$ cat config.mk
export PLATFORM = sky130hd
export DESIGN_NAME = axis_tag_fanout
export DESIGN_NICKNAME = d
export VERILOG_FILES = /design/src/rtl/axis_tag_fanout.sv
export SDC_FILE = /design/constraint.sdc
export NUM_CORES = 2
export LEC_CHECK = 0
export CORE_MARGIN = 2
export CORE_UTILIZATION = 55
export CTS_CLUSTER_SIZE = 40
export DETAILED_ROUTE_END_ITERATION = 16
export GPL_ROUTABILITY_DRIVEN = 0
export PLACE_DENSITY = 0.75
export RECOVER_POWER = 50
export SETUP_SLACK_MARGIN = 0.4
export SYNTH_ARGS = -nofsm -noshare
export SYNTH_HDL_FRONTEND = slang
export SYNTH_SLANG_ARGS = --single-unit
$ cat constraint.sdc
create_clock -name clk -period 8.3 [get_ports clk]
set_clock_uncertainty 0.15 [all_clocks]
set_input_delay 2.49 -clock clk [delete_from_list [all_inputs] [get_ports clk]]
set_output_delay 2.49 -clock clk [all_outputs]
set_load 0.005 [all_outputs]
$ cat src/rtl/axis_tag_fanout.sv
// ---------------------------------------------------------------------------
// axis_tag_fanout
//
// Distributes one AXI-Stream tag stream to FANOUT consumers. Each output has
// its own first-word-fall-through FIFO, a runtime enable and a selectable
// blocking/lossy mode. Lossy outputs never back-pressure the input; beats they
// cannot store are discarded and counted in a saturating per-output counter.
//
// Ports:
//   clk, rst       single clock, synchronous active-high reset
//   s_tvalid/s_tready/s_tdata   input stream
//   m_tvalid/m_tready/m_tdata   FANOUT output streams (output i at
//                               m_tdata[i*DATA_WIDTH +: DATA_WIDTH])
//   cfg_enable     per-output enable for new beats
//   cfg_drop_mode  per-output mode: 0 = blocking, 1 = lossy
//   drop_clear     pulse, clears all drop counters (wins over a same-cycle drop)
//   drop_count     per-output saturating dropped-beat counters
//   fill_level     per-output FIFO occupancy, 0..DEPTH
// ---------------------------------------------------------------------------
module axis_tag_fanout #(
    parameter int FANOUT     = 4,
    parameter int DATA_WIDTH = 64,
    parameter int DEPTH      = 16,
    parameter int CNT_WIDTH  = 32,
    parameter int LVL_W      = $clog2(DEPTH) + 1
) (
    input  logic                        clk,
    input  logic                        rst,
    input  logic                        s_tvalid,
    output logic                        s_tready,
    input  logic [DATA_WIDTH-1:0]       s_tdata,
    output logic [FANOUT-1:0]           m_tvalid,
    input  logic [FANOUT-1:0]           m_tready,
    output logic [FANOUT*DATA_WIDTH-1:0] m_tdata,
    input  logic [FANOUT-1:0]           cfg_enable,
    input  logic [FANOUT-1:0]           cfg_drop_mode,
    input  logic                        drop_clear,
    output logic [FANOUT*CNT_WIDTH-1:0] drop_count,
    output logic [FANOUT*LVL_W-1:0]     fill_level
);

    localparam int AW = (DEPTH > 1) ? $clog2(DEPTH) : 1;

    logic [FANOUT-1:0] w_full;
    logic [FANOUT-1:0] w_empty;
    logic [FANOUT-1:0] w_ok;
    logic [FANOUT-1:0] w_wr;
    logic [FANOUT-1:0] w_drop;
    logic [FANOUT-1:0] w_pop;
    logic              w_accept;

    // Input readiness looks only at registered FIFO state and configuration,
    // so there is no combinational path from any m_tready to s_tready.
    assign s_tready = !rst && (&w_ok);
    assign w_accept = s_tvalid && s_tready;

    genvar gi;
    generate
        for (gi = 0; gi < FANOUT; gi++) begin : g_out
            logic [DATA_WIDTH-1:0] r_mem [DEPTH];
            // Pointers carry one extra wrap bit so full and empty differ.
            logic [LVL_W-1:0]      r_wr_ptr;
            logic [LVL_W-1:0]      r_rd_ptr;
            logic [LVL_W-1:0]      w_level;
            logic [CNT_WIDTH-1:0]  r_drop_cnt;

            assign w_level      = r_wr_ptr - r_rd_ptr;
            assign w_full[gi]   = (w_level == LVL_W'(DEPTH));
            assign w_empty[gi]  = (w_level == '0);

            // Disabled or lossy outputs never hold back the input.
            assign w_ok[gi]     = !cfg_enable[gi] || cfg_drop_mode[gi] || !w_full[gi];

            // A pop in the same cycle does not free space for this cycle's
            // write: full is judged on start-of-cycle state only.
            assign w_wr[gi]     = w_accept && cfg_enable[gi] && !w_full[gi];
            assign w_drop[gi]   = w_accept && cfg_enable[gi] && w_full[gi];
            assign w_pop[gi]    = !w_empty[gi] && m_tready[gi];

            // Storage has no reset; only the pointers define valid contents.
            always_ff @(posedge clk) begin
                if (w_wr[gi]) begin
                    r_mem[r_wr_ptr[AW-1:0]] <= s_tdata;
                end
            end

            always_ff @(posedge clk) begin
                if (rst) begin
                    r_wr_ptr <= '0;
                    r_rd_ptr <= '0;
                end else begin
                    if (w_wr[gi]) begin
                        r_wr_ptr <= r_wr_ptr + 1'b1;
                    end
                    if (w_pop[gi]) begin
                        r_rd_ptr <= r_rd_ptr + 1'b1;
                    end
                end
            end

            always_ff @(posedge clk) begin
                if (rst) begin
                    r_drop_cnt <= '0;
                end else if (drop_clear) begin
                    r_drop_cnt <= '0;
                end else if (w_drop[gi] && (r_drop_cnt != '1)) begin
                    r_drop_cnt <= r_drop_cnt + 1'b1;
                end
            end

            // First-word-fall-through: the head entry is read asynchronously.
            assign m_tvalid[gi]                              = !w_empty[gi];
            assign m_tdata[gi*DATA_WIDTH +: DATA_WIDTH]      = r_mem[r_rd_ptr[AW-1:0]];
            assign drop_count[gi*CNT_WIDTH +: CNT_WIDTH]     = r_drop_cnt;
            assign fill_level[gi*LVL_W +: LVL_W]             = w_level;
        end
    endgenerate

endmodule

==> results by group <==
Pwr
  – Pwr dens: approximately 280 mW/mm^2
  – Gate power share: between 15 and 20%
  – Worst VDD drop: around 200 uV
  – Clk network pwr share: around 36%
  – Sequential fraction of design power: between 40% and 50%
  – Leak: between 50 and 60 nW
  – Tot Pwr: around 0.052 W
  – Internal power: 0.03925 W
  – Sw Pwr: 0.01280 W
  – Switching Fraction: between 20% and 30%

STA
  – Worst-Margin Slew: around 5100 ps
  – Final setup fails: 0
  – Final Max Tran Viols: ~4300
  – RSZ-0062 raised after global routing: false
  – Relative slew slack: -238.5%
  – Final worst-path cycle share: about nine tenths
  – Fin crit period: roughly 7400 ps
  – Final Hold Viols: 0
  – Max Freq: 134.4 MHz
  – Setup WS post-layout: around 860 ps

Synth
  – Ys flop type: edfxtp_1
  – EDFF count, synth: around 4100
  – Synth Register Bits: ~4300
  – Post-Synthesis Cell Area: roughly 0.16 mm^2
  – Yosys warning count: 0
  – Mean Syn Cell Area: approximately 24 um^2
  – Seq/Total Area, Yosys: about 78%
  – Share of flip-flops with an asynchronous set or reset: 0%
  – Synth unique cells: 58
  – Syn nets: about 7000
  – Post-Synthesis Cells: between 6000 and 7000

Setup path
  – Setup crit end kind: flip-flop
  – Cell repeated most along the worst path: buf_4
  – Worst path arrival time: ~8100 ps
  – CP startpoint: rst
  – Startpoint Class: input pin
  – Worst-path cell chain: clkbuf_1 > buf_4 > or2_0 > buf_4 > nor2_1 > a31o_2
  – Setup Crit Path Kind: in -> reg
  – Critical R2R Launch: g_out[1].r_wr_ptr[2]
  – Crit-path slowest cell: or2_0
  – Crit path buf inv count: 3
  – CP required: 8980 ps
  – CP peak stage delay: 3700 ps
  – Max FO, Critical Path: 87
  – CP top delay family: simple AND/OR/NAND/NOR gates

Detailed routing
  – Drt wl/cell: 34.90 um
  – Vias: between 70000 and 80000
  – DRC: 0
  – DRT iter0 DRCs: approximately 12000
  – Vias per Instance: ~6.6
  – Post-Route WL: 416300 um
  – First-pass detailed-route iteration total: 6
  – Post-route ant nets: 0

Clock network
  – Max clock buf depth: 4
  – Clock transition at path regs: approximately 60 ps
  – CTS sink count: about 4300
  – Resized cells post-CTS: 0
  – Worst-Skew Late Latency: roughly 940 ps
  – Post-CTS Hold Buffers: 0
  – CTS buffer count: around 410
  – Postcts setup bufs: 0
  – Clk root buf: clkbuf_16
  – CTS tree: done
  – Htree depth: 5

Floorplanning
  – Site Rows: 199
  – Die ar.: 0.3001 mm^2
  – Die Width: 547.8 um
  – Core ar.: 0.2941 mm^2
  – Initial Utilization: 55.31%
  – Die Height: between 500 and 600 um
  – Top Ports: 489

Global route
  – Overflow after GRT: 0
  – Initial antenna violation count: 43
  – GR Util All Layers: ~28%
  – First-pass GRT wire length: a little under 600000 um
  – Number of global-route vias before repair: just over 80000
  – Largest net degree at the start of global routing: 90

Placement
  – Dpl cell area: 0.1738 mm^2
  – Port Buffers: approximately 500
  – Dpl cells: approximately 11000
  – HPWL Detailed: approximately 210000 um
  – Setup Slack @ Placement: approximately 1100 ps

Final layout
  – Layout cell share with drive strength beyond 1: 27.00%
  – Area Overhead vs Synth: 14.84%
  – Post-route design area: between 0.15 and 0.2 mm^2
  – Nets: between 7000 and 8000
  – Final core occ: 63.52%
  – Fill cell count: 18493
  – Layout Cells excl Fill: approximately 12000

Run status
  – Status: complete, but fails checks
  – Failing checks: capacitance limit, slew limit

Run
  – Max cap viols: 67

Hold path
  – Hold Crit Class: reg -> reg
  – HP Start: g_out[0].r_drop_cnt[21]
cells in the mapped netlist (all sizes together) (2+ instances only):
master	count	area share [%]
nand4	52	0.20
a311oi	2	0.015
a31o	2	0.011
xor2	56	0.31
inv	45	0.10
a21oi	47	0.14
o211a	3	0.023
buf	124	0.29
dfxtp	184	2.3
and2	14	0.054
mux4	1280	18
a21o	7	0.032
and4	13	0.070
nor4	26	0.11
edfxtp	4096	76
nor2b	5	0.019
o21bai	5	0.023
xnor2	78	0.42
nor2	213	0.49
and3	29	0.11
ha	40	0.31
clkbuf	209	0.48
o21ai	28	0.086
fa	4	0.049
nand3b	8	0.037
and4b	4	0.027
nand3	74	0.23
o211ai	3	0.020
nand4b	2	0.011
or4	8	0.037
or3	30	0.12
nor3b	5	0.023
nor3	52	0.16
o31ai	4	0.018
a211oi	4	0.022
mux2i	7	0.043
nand2b	13	0.050
nand2	75	0.17
or2	2	0.0077
routing by layer:
metal	up-vias	GRT usage, %	part of all wire, %
li1	30911	-	-
met1	41731	38.37	36
met2	4945	45.16	49
met3	735	5.403	11
met4	8	9.726	4.2
met5	-	0	0.011
power groups by stage:
stage                     combinational [W]  sequential (W)  clock [W]
final                               0.00923          0.0243     0.0185
after global routing                0.00972          0.0244     0.0194
after CTS                           0.00943          0.0243     0.0187
after detailed placement            0.00929          0.0248          0
after global placement              0.00918          0.0247          0
after floorplan                     0.00572          0.0244          0
worst min-delay path, cell delays in order, from the launching register on:
cell      delay, ps
dfxtp_1         330
nand2_1          60
o21bai_1         60
cell usage in the layout (no fill, tap or decap), types with 52 or more instances in the layout:
master	netlist	layout
clkdlybuf4s50_1	0	303
nand2_1	75	75
nand4_1	52	52
dfxtp_1	184	168
xnor2_1	78	78
mux4_2	1280	1280
nor2_1	213	166
clkbuf_1	209	170
buf_4	2	88
xor2_1	55	55
buf_2	3	64
buf_12	0	62
clkinv_2	0	82
dlygate4sd3_1	0	120
clkbuf_16	0	417
edfxtp_1	4096	4096
nand3_1	73	74
clkinv_1	0	88
worst paths after layout:
kind | cells past startpoint | slack, ps | to
max | 6 | 860 | g_out[0].r_drop_cnt[28]
min | 2 | 340 | g_out[0].r_drop_cnt[21]
min reg2reg | 2 | 340 | g_out[0].r_drop_cnt[21]
max reg2reg | 9 | 1660 | g_out[0].r_mem[7][24]
state kept, by name, indices dropped and copies added (netlist names), named ones only:
signal            count
g_out.r_rd_ptr       20
g_out.r_wr_ptr       20
g_out.r_drop_cnt    128
g_out.r_mem        4096
metrics by stage:
step	hold WS, ps	TNS (ps)
floorplan	306.6	-44250
global placement	319.0	0
detailed placement	332.2	0
CTS	344.9	0
global route	376.3	0
finish	343.1	0
cell type report:
class | count | area [um^2] | area share [%]
flip-flops and latches | 4280 | 126700 | 67.85
multi-input cells | 2202 | 35010 | 18.74
clock buffers | 522 | 10850 | 5.808
repair buffers | 704 | 6708 | 3.591
well taps | 3919 | 4903 | 2.625
clock inverters | 242 | 2370 | 1.269
inverters | 45 | 168.9 | 0.09043
diodes | 16 | 40.04 | 0.02144
kinds of logic after synthesis:
family / after synthesis / synth area share, %
AOI/OAI and AO/OA: 112 / 0.4516
buffers and inverters: 378 / 0.8793
adders and majority gates: 44 / 0.3569
and+or+nand+nor: 625 / 1.931
DFF: 4280 / 77.89
muxes: 1287 / 17.77
xor gates and xnor gates: 134 / 0.7262
No activity file was read; power rests on OpenSTA's default activity.
